==> src/rtl/fb_rect_fill.sv <==
// Rectangle-fill engine for port A of the 320x240 RGB332 framebuffer.
// The optional fb_gnt arbitration input is enabled by defining FB_RECT_FILL_GRANT_EN.
module fb_rect_fill #(
  parameter int FB_W    = 320,
  parameter int FB_H    = 240,
  parameter int ADDR_W  = 17,
  parameter int COLOR_W = 8
) (
  input  logic               aclk,
  input  logic               arstn,
`ifdef FB_RECT_FILL_GRANT_EN
  input  logic               fb_gnt,
`endif
  input  logic               start,
  input  logic [8:0]         x0,
  input  logic [7:0]         y0,
  input  logic [9:0]         w,
  input  logic [8:0]         h,
  input  logic [COLOR_W-1:0] color,
  output logic               busy,
  output logic               done,
  output logic               fb_wea,
  output logic [ADDR_W-1:0]  fb_addra,
  output logic [COLOR_W-1:0] fb_dina
);

  typedef enum logic [1:0] {IDLE, SETUP, FILL, DONE} state_t;

  localparam logic [10:0]       XLIM     = 11'(FB_W);
  localparam logic [10:0]       YLIM     = 11'(FB_H);
  localparam logic [ADDR_W-1:0] ROW_STEP = ADDR_W'(FB_W);

  state_t state, state_next;

  // Command fields captured in IDLE
  logic [8:0]         x0_q;
  logic [7:0]         y0_q;
  logic [9:0]         w_q;
  logic [8:0]         h_q;
  logic [COLOR_W-1:0] color_q;

  // Raster walk state
  logic [8:0]         x_cnt, x_last;
  logic [7:0]         y_cnt, y_last;
  logic [ADDR_W-1:0]  row_base, cur_addr;

  logic [10:0]        x_sum, y_sum, xe, ye;
  logic [ADDR_W-1:0]  base;
  logic               empty, accept, advance, at_row_end, at_last;

`ifdef FB_RECT_FILL_GRANT_EN
  assign advance = fb_gnt;
`else
  assign advance = 1'b1;
`endif

  // A start that lands while done is still showing belongs to the finished
  // command's DONE phase and is dropped rather than launching a new fill.
  assign accept = (state == IDLE) && start && !done;

  // Clip: 11-bit sums cannot wrap for any 9/10-bit operand combination.
  assign x_sum = {2'b00, x0_q} + {1'b0, w_q};
  assign y_sum = {3'b000, y0_q} + {2'b00, h_q};
  assign xe    = (x_sum > XLIM) ? XLIM : x_sum;
  assign ye    = (y_sum > YLIM) ? YLIM : y_sum;
  assign empty = (w_q == '0) || (h_q == '0) ||
                 ({2'b00, x0_q} >= XLIM) || ({3'b000, y0_q} >= YLIM);

  // y*320 + x as y*256 + y*64 + x; tied to the 320-pixel row pitch.
  assign base = ADDR_W'({y0_q, 8'b0}) + ADDR_W'({y0_q, 6'b0}) + ADDR_W'(x0_q);

  assign at_row_end = (x_cnt == x_last);
  assign at_last    = at_row_end && (y_cnt == y_last);

  always_ff @(posedge aclk or negedge arstn) begin
    if (!arstn) state <= IDLE;
    else        state <= state_next;
  end

  // NOTE: next-state defaults to the current state before the case, so no path leaves it unassigned and no latch is inferred.
  always_comb begin
    state_next = state;
    case (state)
      IDLE:    if (accept) state_next = SETUP;
      SETUP:   state_next = empty ? DONE : FILL;
      FILL:    if (advance && at_last) state_next = DONE;
      DONE:    state_next = IDLE;
      default: state_next = IDLE;
    endcase
  end

  // NOTE: every register here is a flop, so all updates use non-blocking assignments; all are reset so an abandoned fill leaves nothing behind.
  always_ff @(posedge aclk or negedge arstn) begin
    if (!arstn) begin
      busy     <= 1'b0;
      done     <= 1'b0;
      fb_wea   <= 1'b0;
      fb_addra <= '0;
      fb_dina  <= '0;
      x0_q     <= '0;
      y0_q     <= '0;
      w_q      <= '0;
      h_q      <= '0;
      color_q  <= '0;
      x_cnt    <= '0;
      y_cnt    <= '0;
      x_last   <= '0;
      y_last   <= '0;
      row_base <= '0;
      cur_addr <= '0;
    end else begin
      busy   <= (state == SETUP) || (state == FILL);
      done   <= (state == DONE);
      fb_wea <= 1'b0;
      case (state)
        IDLE: begin
          if (accept) begin
            x0_q    <= x0;
            y0_q    <= y0;
            w_q     <= w;
            h_q     <= h;
            color_q <= color;
          end
        end
        SETUP: begin
          x_cnt    <= x0_q;
          y_cnt    <= y0_q;
          x_last   <= 9'(xe - 11'd1);
          y_last   <= 8'(ye - 11'd1);
          row_base <= base;
          cur_addr <= base;
        end
        FILL: begin
          if (advance) begin
            fb_wea   <= 1'b1;
            fb_addra <= cur_addr;
            fb_dina  <= color_q;
            if (at_row_end) begin
              x_cnt    <= x0_q;
              y_cnt    <= y_cnt + 8'd1;
              row_base <= row_base + ROW_STEP;
              cur_addr <= row_base + ROW_STEP;
            end else begin
              x_cnt    <= x_cnt + 9'd1;
              cur_addr <= cur_addr + ADDR_W'(1);
            end
          end
        end
        default: ;
      endcase
    end
  end

endmodule

==> config.mk <==
export PLATFORM = sky130hd
export DESIGN_NAME = fb_rect_fill
export DESIGN_NICKNAME = d
export VERILOG_FILES = /design/src/rtl/fb_rect_fill.sv
export SDC_FILE = /design/constraint.sdc
export NUM_CORES = 1
export LEC_CHECK = 0
export ABC_CLOCK_PERIOD_IN_PS = 4710
export CORE_ASPECT_RATIO = 0.9
export CORE_MARGIN = 10
export CORE_UTILIZATION = 25
export CTS_CLUSTER_SIZE = 12
export DETAILED_ROUTE_END_ITERATION = 8
export GPL_ROUTABILITY_DRIVEN = 0
export MAX_ROUTING_LAYER = met4
export PLACE_DENSITY_LB_ADDON = 0.3
export SYNTH_ARGS = -nofsm -noshare
export SYNTH_HDL_FRONTEND = slang
export SYNTH_SLANG_ARGS = --single-unit
==> constraint.sdc <==
create_clock -name aclk -period 4.71 [get_ports aclk]
set_clock_uncertainty 0.1 [all_clocks]
set_input_delay 0.471 -clock aclk [delete_from_list [all_inputs] [get_ports aclk]]
set_output_delay 0.471 -clock aclk [all_outputs]
set_load 0.02 [all_outputs]
==> impl_metrics.env, run 1 <==
export IMPL_post_cts_setup_buffers=0
export IMPL_fp_row_count=64
export IMPL_critical_path_required_ns=4.99
export IMPL_finalNetCount=1025
export IMPL_synthFlopType="dfrtp_1"
export IMPL_dp_hpwl_microns=16800
export IMPL_final_core_util_pct=31.0
export IMPL_critPathMaxFanout=5
export IMPL_status="finished clean"
export IMPL_grt_use_total_pct=11.8
export IMPL_start_util_pct=25.3
export IMPL_min_period_ns=3.81
export IMPL_crit_slowest_cell="dfrtp_1"
export IMPL_fin_setup_tns_ns=0
export IMPL_cts_buffers=17
export IMPL_rr_worst_depth=16
export IMPL_relSlewSlack_pct=45.7
export IMPL_finalHoldViolCount=0
export IMPL_cts_tree="yes"
export IMPL_totalWireLength_microns=23600
export IMPL_clk_pin_slew_ns=0.07
export IMPL_crit_arrival_ns=4.09
export IMPL_die_y_microns=196
export IMPL_io_pins=75
export IMPL_overflow=0
export IMPL_cp_end_kind="register"
export IMPL_die_area_sq_um=42300
export IMPL_grt_first_pass_wirelength_microns=38700
export IMPL_drv_cap=0
export IMPL_drive_above_1_share_pct=14.4
export IMPL_wl_per_cell_microns=16.8
export IMPL_hold_path_class="register to register"
export IMPL_synth_cells=870
export IMPL_ys_ff_latch=142
export IMPL_antenna_left=0
export IMPL_core_sq_um=34000
export IMPL_ctsResizeCount=0
export IMPL_finalCritPeriodShare_pct=80.9
export IMPL_synthArstFlopShare_pct=100
export IMPL_grt_pass1_vias=6820
export IMPL_final_setup_viol_count=0
export IMPL_synth_edf_count=0
export IMPL_diodes=0
export IMPL_port_buffers=74
export IMPL_num_vias=6708
export IMPL_cts_buffer_depth=2
export IMPL_syn_area_per_cell_sq_um=9.91
export IMPL_clock_sinks=142
export IMPL_drc=0
export IMPL_ys_seq_area_share_pct=41.2
export IMPL_maxSlewViolCount=0
export IMPL_critPathLaunchType="register"
export IMPL_grt_max_degree=75
export IMPL_hold_slack_ns=0.396
export IMPL_fmax_mhz=263
export IMPL_grt_antenna_before_repair=0
export IMPL_whs_path_depth=1
export IMPL_worstPathCellList="ha_1, inv_1, fa_1, nor2b_1, o31a_1, o31ai_1, or3_1, a21o_1, or3_1, ha_1, nor2b_1, o21ai_0, nor2_1, nand2_1, xor2_1, o22a_1"
export IMPL_syn_num_nets=963
export IMPL_die_w_microns=216
export IMPL_area_delta_synth_final_pct=22.3
export IMPL_cpPeakStageDelay_ns=0.45
export IMPL_first_pass_iters=5
export IMPL_h_tree_depth=4
export IMPL_clock_latency_ns=0.44
export IMPL_syn_area_sq_um=8620
export IMPL_tightest_slew_ns=0.814
export IMPL_rsz0062_at_grt="false"
export IMPL_vias_per_cell=4.77
export IMPL_crit_type="register to register"
export IMPL_yosysWarnings=0
export IMPL_yosysUniqueCellTypes=70
export IMPL_root_buffer="clkbuf_16"
export IMPL_drt_iter0_drc=442
==> metrics by stage <==
stage	area, sq um	cells	setup WS (ns)
after global routing	10600	1406	0.572
final	10600	1406	0.901
after floorplan	8620	870	1.27
after detailed placement	9880	1374	0.941
after global placement	9880	1374	1.02
after CTS	10600	1406	0.910
==> repair_timing <==
action	4_1_cts	5_1_grt
endpoints found under the hold margin	14	0
hold buffers	1	0
endpoints found under the setup margin	0	0
==> cells by family (layout without fill, tap and decap cells) <==
logic type / Yosys count / count (layout) / synth area share [%]
AND/OR/NAND/NOR: 255 / 255 / 14.9
AO/OA/AOI/OAI: 214 / 214 / 16.2
adder cells (fa/ha/maj): 46 / 46 / 7.02
XOR/XNOR: 65 / 65 / 6.60
flip-flops: 142 / 142 / 41.2
multiplexers: 89 / 89 / 11.4
buffers and inverters: 59 / 133 / 2.61
==> state kept, by name, indices dropped and copies added (netlist names) <==
signal    count
fb_wea        1
x_last        9
fb_addra     17
busy          1
y0_q          8
color_q       8
x_cnt         9
fb_dina       8
w_q          10
y_cnt         8
h_q           9
y_last        8
state         2
x0_q          9
row_base     17
cur_addr     17
done          1
==> cell type report <==
class	instances	area, sq um
Sequential cell	142	3550
Multi-Input combinational cell	669	4870
Inverter	17	63.8
Fill cell	3539	23500
Timing Repair Buffer	85	827
Tap cell	462	578
Clock buffer	22	484
Clock inverter	9	179
==> layout by cell type (no fill, tap or decap), types with 14 or more instances in the layout <==
master / synthesis / routed
a211oi_1: 18 / 18
a21oi_1: 56 / 56
a31oi_1: 17 / 17
clkbuf_16: 0 / 17
clkdlybuf4s50_1: 0 / 73
dfrtp_1: 142 / 142
ha_1: 42 / 40
inv_1: 17 / 17
mux2_2: 75 / 75
mux2i_1: 14 / 14
nand2_1: 66 / 66
nand3_1: 20 / 20
nor2_1: 60 / 60
nor2b_1: 18 / 18
nor3_1: 16 / 15
o21ai_0: 50 / 50
xnor2_1: 31 / 31
xor2_1: 34 / 34
==> worst max-delay path: cells and delay by family, from the launching register on <==
family,cells,cell delay (ns)
AND/OR/NAND/NOR,6,1.27
AO/OA/AOI/OAI,5,0.83
flip-flops,1,0.45
XOR/XNOR,1,0.16
buffers and inverters,1,0.06
adder cells (fa/ha/maj),3,0.87
==> per-layer routing <==
layer,vias to the layer above,part of all wire (%),GRT usage [%]
li1,3280,-,-
met1,3310,51,15.8
met2,97,44,17.2
met3,21,3.4,2.91
met4,0,1.4,3.34
met5,-,0,-
==> cells in the mapped netlist (10+ instances only) <==
library cell    n  area, sq um
a211oi_1       18          135
a21o_1         10         75.1
a21oi_1        56          280
a31oi_1        17          106
clkbuf_1       31          116
dfrtp_1       142         3550
ha_1           42          526
inv_1          17         63.8
mux2_2         75          845
mux2i_1        14          140
nand2_1        66          248
nand3_1        20          100
nor2_1         60          225
nor2b_1        18          113
nor3_1         16         80.1
o21ai_0        50          250
xnor2_1        31          272
xor2_1         34          298
==> path summary, 6_finish.rpt <==
check | startpoint | endpoint | slack, ns
min in group asynchronous | arstn | x0_q[0]$_DFFE_PN0P_ | 0.56
setup reg to reg | y0_q[0]$_DFFE_PN0P_ | y_last[6]$_DFFE_PN0P_ | 0.90
setup / recovery | y0_q[0]$_DFFE_PN0P_ | y_last[6]$_DFFE_PN0P_ | 0.90
max in group asynchronous | arstn | fb_dina[2]$_DFFE_PN0P_ | 2.95
hold reg to reg | color_q[5]$_DFFE_PN0P_ | fb_dina[5]$_DFFE_PN0P_ | 0.40
hold / removal | color_q[5]$_DFFE_PN0P_ | fb_dina[5]$_DFFE_PN0P_ | 0.40
Power of run 1 is left out: the tool's default activity adds up to more than one toggle a clock period on the data nets, which glitch-free logic cannot reach.
==> inputs of run 2 (changes only) <==
ABC_CLOCK_PERIOD_IN_PS = 3400   (was 4710)
clock period = 3.4 ns   (was 4.71 ns; I/O delays follow)
==> run 2 against run 1 <==
Wire length increased by 0.87%. Die area unchanged. Core utilization up 2.0 points. Global-route usage is essentially flat. Hold slack better by 0.0049 ns. Count of clock-buffer cells in the layout down 2. Cell area rose by 6.5%. Critical path type unchanged. Flip-flop and latch count unchanged. The flow now finishes with violations (setup timing). Critical path depth decreased by 3. Worst setup slack got worse by 0.95 ns.
==> impl_metrics.env, run 2 (same netlist as run 1, synthesis figures left out) <==
export IMPL_status="finished, violations left"
export IMPL_violations="setup timing"
export IMPL_wl_per_cell_microns=16.2
export IMPL_hold_start="color_q[4]$_DFFE_PN0P_"
export IMPL_layout_setup_ws_ns=-0.0510
export IMPL_grt_max_degree=82
export IMPL_area_delta_synth_final_pct=30.3
export IMPL_rr_worst_depth=13
export IMPL_grt_first_pass_wirelength_microns=39500
export IMPL_relSlewSlack_pct=46.6
export IMPL_clk_pin_slew_ns=0.06
export IMPL_reg_largest_list="cur_addr: 17 flops, fb_addra: 17 flops, row_base: 17 flops"
export IMPL_final_cell_mix="142 x dfrtp_1, 77 x buf_4, 74 x mux2_2"
export IMPL_crit_arrival_ns=3.67
export IMPL_start_util_pct=25.3
export IMPL_r2r_end="y_last[4]$_DFFE_PN0P_"
export IMPL_grt_antenna_before_repair=0
export IMPL_place_area_sq_um=10400
export IMPL_rsz0062_at_grt="true"
export IMPL_final_area_sq_um=11200
export IMPL_hold_end="fb_dina[4]$_DFFE_PN0P_"
export IMPL_vias_per_cell=4.71
export IMPL_root_buffer="clkbuf_16"
export IMPL_dp_hpwl_microns=17500
export IMPL_final_setup_viol_count=1
export IMPL_drc=0
export IMPL_port_buffers=74
export IMPL_cts_tree="yes"
export IMPL_clock_sinks=142
export IMPL_fp_row_count=64
export IMPL_core_sq_um=34000
export IMPL_critPathLaunchType="register"
export IMPL_h_tree_depth=4
export IMPL_final_common_cell="dfrtp_1"
export IMPL_drive_above_1_share_pct=22.9
export IMPL_totalWireLength_microns=23900
export IMPL_grt_pass1_vias=7065
export IMPL_antenna_left=0
export IMPL_drt_iter0_drc=525
export IMPL_whs_path_depth=1
export IMPL_crit_type="register to register"
export IMPL_hold_path_class="register to register"
export IMPL_rr_startpoint="h_q[1]$_DFFE_PN0P_"
export IMPL_num_vias=6958
export IMPL_finalNetCount=1095
export IMPL_r2r_setup_slack_ns=-0.05
export IMPL_clock_latency_ns=0.43
export IMPL_grt_use_total_pct=11.8
export IMPL_hold_slack_ns=0.401
export IMPL_die_y_microns=196
export IMPL_cp_end_kind="register"
export IMPL_die_w_microns=216
export IMPL_critPathMaxFanout=5
export IMPL_tightest_slew_ns=0.802
export IMPL_die_area_sq_um=42300
export IMPL_overflow=0
export IMPL_io_pins=75
export IMPL_diodes=0
export IMPL_fmax_mhz=290
export IMPL_finalHoldViolCount=0
export IMPL_min_period_ns=3.45
export IMPL_maxSlewViolCount=0
export IMPL_critical_path_required_ns=3.62
export IMPL_cts_buffer_depth=2
export IMPL_cts_buffers=17
export IMPL_drv_cap=0
export IMPL_first_pass_iters=5
export IMPL_finalCritPeriodShare_pct=101
[run 2: area by class of cell]
type | count | area [sq um]
inverters | 17 | 63.8
fillers | 3488 | 22800
flip-flops and latches | 142 | 3550
repair buffers | 155 | 1370
well taps | 462 | 578
clock inverters | 12 | 181
clock buffers | 20 | 457
multi-input cells | 669 | 5030
[run 2: how the worst max path moves through the flow]
stage	cells after the start	to	from
finish	13	y_last[4]$_DFFE_PN0P_	h_q[1]$_DFFE_PN0P_
floorplan	14	y_last[6]$_DFFE_PN0P_	y0_q[1]$_DFFE_PN0P_
global placement	14	x_last[4]$_DFFE_PN0P_	w_q[0]$_DFFE_PN0P_
global route	17	y_last[4]$_DFFE_PN0P_	y0_q[0]$_DFFE_PN0P_
detailed placement	12	x_last[6]$_DFFE_PN0P_	w_q[0]$_DFFE_PN0P_
CTS	14	y_last[6]$_DFFE_PN0P_	h_q[1]$_DFFE_PN0P_
[run 2: through the flow]
step                std cells  setup TNS, ns  setup WS (ns)  util, %
CTS                      1471       -0.00385       -0.00385     32.5
finish                   1477        -0.0510        -0.0510     33.0
global placement         1438        -0.0644        -0.0319     30.5
floorplan                 870              0         0.0234        -
detailed placement       1438         -0.270        -0.0759     30.5
global route             1477         -0.584         -0.221     33.0
[run 2: critical path, stage by stage (launching register included)]
cell and delay [ns]:
dfrtp_1 0.38, ha_1 0.31, a211o_1 0.29, a211o_1 0.28
a21o_1 0.18, or3_4 0.37, a21o_1 0.20, or3_1 0.40
ha_4 0.19, nor2b_1 0.12, o21ai_1 0.09, buf_4 0.14
mux2i_1 0.06, a31o_2 0.23
[run 2: timing repair]
action,in CTS,in global routing
setup endpoints to repair,6,10
gates resized for setup,8,28
buffers inserted,0,6
hold endpoints to repair,79,0
hold buffers,1,0
pin swaps,4,25
[run 2: routing by layer]
metal | up-vias | track usage [%] | part of all wire (%)
met5 | - | - | 0
met4 | 0 | 2.79 | 1.0
met3 | 14 | 2.29 | 2.9
met2 | 92 | 17.9 | 44
met1 | 3418 | 15.9 | 52
li1 | 3434 | - | -
Power of run 2 is left out for the same reason.
==> inputs of run 3 (changes only) <==
CORE_UTILIZATION = 32   (was 25)
==> run 3 against run 2 <==
The run now ends clean. Register-to-register slack better by 0.12 ns. Non-clock buffer count is 2 higher. Count of clock-buffer cells in the layout is 3 lower. Cell area is 1.4% lower. Wire length is 3.4% lower. Cell count is 7.6% lower. Core utilization is 9.2 points higher. Largest cell class unchanged. Highest routed layer unchanged. Sequential share of layout area is 0.45 points higher. Flip-flop and latch count stayed put. Critical path depth is 1 higher. Worst setup slack better by 0.12 ns. Hold slack better by 0.0015 ns.
==> impl_metrics.env, run 3 (same netlist as run 1, synthesis figures left out) <==
export IMPL_status="finished clean"
export IMPL_fillers=2541
export IMPL_hold_path_class="register to register"
export IMPL_final_area_sq_um=11100
export IMPL_area_delta_synth_final_pct=28.5
export IMPL_cpLargestDelayFamily="compound AO/OA/AOI/OAI gates"
export IMPL_critical_path_required_ns=3.67
export IMPL_io_pins=75
export IMPL_worstPathCellList="ha_1, a211o_1, a211o_1, a21o_1, or3_4, a21o_1, or3_1, ha_2, nor2b_4, o21ai_2, nor2_1, nand2_1, xor2_1, o22a_1"
export IMPL_crit_slowest_cell="dfrtp_1"
export IMPL_overflow=0
export IMPL_cts_buffers=17
export IMPL_final_cell_mix="142 x dfrtp_1, 79 x buf_4, 75 x mux2_2"
export IMPL_num_vias=6989
export IMPL_reg_largest_list="cur_addr: 17 flops, fb_addra: 17 flops, row_base: 17 flops"
export IMPL_first_pass_iters=5
export IMPL_die_y_microns=176
export IMPL_root_buffer="clkbuf_16"
export IMPL_final_common_cell="dfrtp_1"
export IMPL_crit_type="register to register"
export IMPL_grt_pass1_vias=6951
export IMPL_grt_antenna_before_repair=0
export IMPL_whs_path_depth=1
export IMPL_die_w_microns=193
export IMPL_finalCritPeriodShare_pct=98.0
export IMPL_rr_startpoint="y0_q[1]$_DFFE_PN0P_"
export IMPL_min_period_ns=3.33
export IMPL_dp_cells=1323
export IMPL_crit_arrival_ns=3.60
export IMPL_drive_above_1_share_pct=23.4
export IMPL_clk_pin_slew_ns=0.07
export IMPL_critPathBufInv=0
export IMPL_finalNetCount=1097
export IMPL_r2r_setup_slack_ns=0.07
export IMPL_die_area_sq_um=33900
export IMPL_start_util_pct=32.8
export IMPL_layout_setup_ws_ns=0.0677
export IMPL_relSlewSlack_pct=49.8
export IMPL_grt_max_degree=77
export IMPL_fp_row_count=56
export IMPL_critPathMaxFanout=4
export IMPL_cp_end_kind="register"
export IMPL_final_setup_viol_count=0
export IMPL_dp_hpwl_microns=16600
export IMPL_cts_buffer_depth=2
export IMPL_maxSlewViolCount=0
export IMPL_fmax_mhz=300
export IMPL_cpPeakStageDelay_ns=0.40
export IMPL_critPathLaunchType="register"
export IMPL_clock_latency_ns=0.43
export IMPL_final_cells=1365
export IMPL_h_tree_depth=4
export IMPL_hold_start="color_q[6]$_DFFE_PN0P_"
export IMPL_finalHoldViolCount=0
export IMPL_grt_first_pass_wirelength_microns=37400
export IMPL_diodes=0
export IMPL_path_depth=14
export IMPL_core_sq_um=26300
export IMPL_hold_end="color_q[6]$_DFFE_PN0P_"
export IMPL_hold_slack_ns=0.403
export IMPL_drc=0
export IMPL_place_area_sq_um=10200
export IMPL_rsz0062_at_grt="true"
export IMPL_vias_per_cell=5.12
export IMPL_drv_cap=0
export IMPL_antenna_left=0
export IMPL_rr_worst_depth=14
export IMPL_dpl_worst_slack_ns=-0.0600
export IMPL_wl_per_cell_microns=16.9
export IMPL_totalWireLength_microns=23000
export IMPL_cts_tree="yes"
export IMPL_port_buffers=74
export IMPL_grt_use_total_pct=14.1
export IMPL_drt_iter0_drc=403
export IMPL_clock_sinks=142
export IMPL_tightest_slew_ns=0.753
export IMPL_r2r_end="y_last[6]$_DFFE_PN0P_"
[run 3: cell types whose count changed in the layout (fill, tap and decap cells not counted), sizes merged]
cell      delta
clkbuf       -3
bufinv       -3
inv          +5
buf          +2
clkinvlp     +2
clkinv       -1
[run 3: worst register-to-register path, delay by kind of cell (launching register included)]
family                   cells  cell delay, ns
AO/OA/AOI/OAI                6            1.13
flip-flops                   1            0.40
XOR/XNOR                     1            0.16
adder cells (fa/ha/maj)      2            0.51
AND/OR/NAND/NOR              5            0.97
[run 3: worst max path at each step]
stage / from / end / slack, ns
after CTS: h_q[0]$_DFFE_PN0P_ / y_last[6]$_DFFE_PN0P_ / 0.006
after detailed placement: w_q[0]$_DFFE_PN0P_ / x_last[8]$_DFFE_PN0P_ / -0.06
final: y0_q[1]$_DFFE_PN0P_ / y_last[6]$_DFFE_PN0P_ / 0.07
after global routing: h_q[0]$_DFFE_PN0P_ / y_last[6]$_DFFE_PN0P_ / -0.14
after floorplan: y0_q[1]$_DFFE_PN0P_ / y_last[6]$_DFFE_PN0P_ / 0.02
after global placement: y0_q[1]$_DFFE_PN0P_ / y_last[6]$_DFFE_PN0P_ / 0.02
[run 3: cell type report]
class	count	area, sq um	area share, %
Multi-Input combinational cell	669	5050	45.5
Sequential cell	142	3550	32.1
Timing Repair Buffer	157	1390	12.5
Tap cell	348	435	3.93
Clock buffer	17	425	3.84
Clock inverter	15	169	1.52
Inverter	17	63.8	0.576
[run 3: metrics by stage]
| step | utilization [%] | setup TNS (ns) |
|---|---|---|
| floorplan | - | 0 |
| global placement | 39.0 | 0 |
| detailed placement | 39.0 | -0.147 |
| CTS | 41.5 | 0 |
| global route | 42.2 | -0.234 |
| finish | 42.2 | 0 |
[run 3: timing repair]
action	CTS	global route
hold endpoints to repair	74	0
hold buffers	1	0
setup buffers	2	7
pin swaps	3	20
endpoints found under the setup margin	6	10
gates resized for setup	7	31
[run 3: per-layer routing]
layer	routed length (microns)	vias up	track usage, %	part of all wire, %
met3	1010	24	2.95	4.4
met2	10400	128	21.0	45
met1	11200	3395	18.8	49
met4	401	0	4.10	1.7
met5	0	-	-	0
li1	-	3442	-	-
Power of run 3 is left out for the same reason.
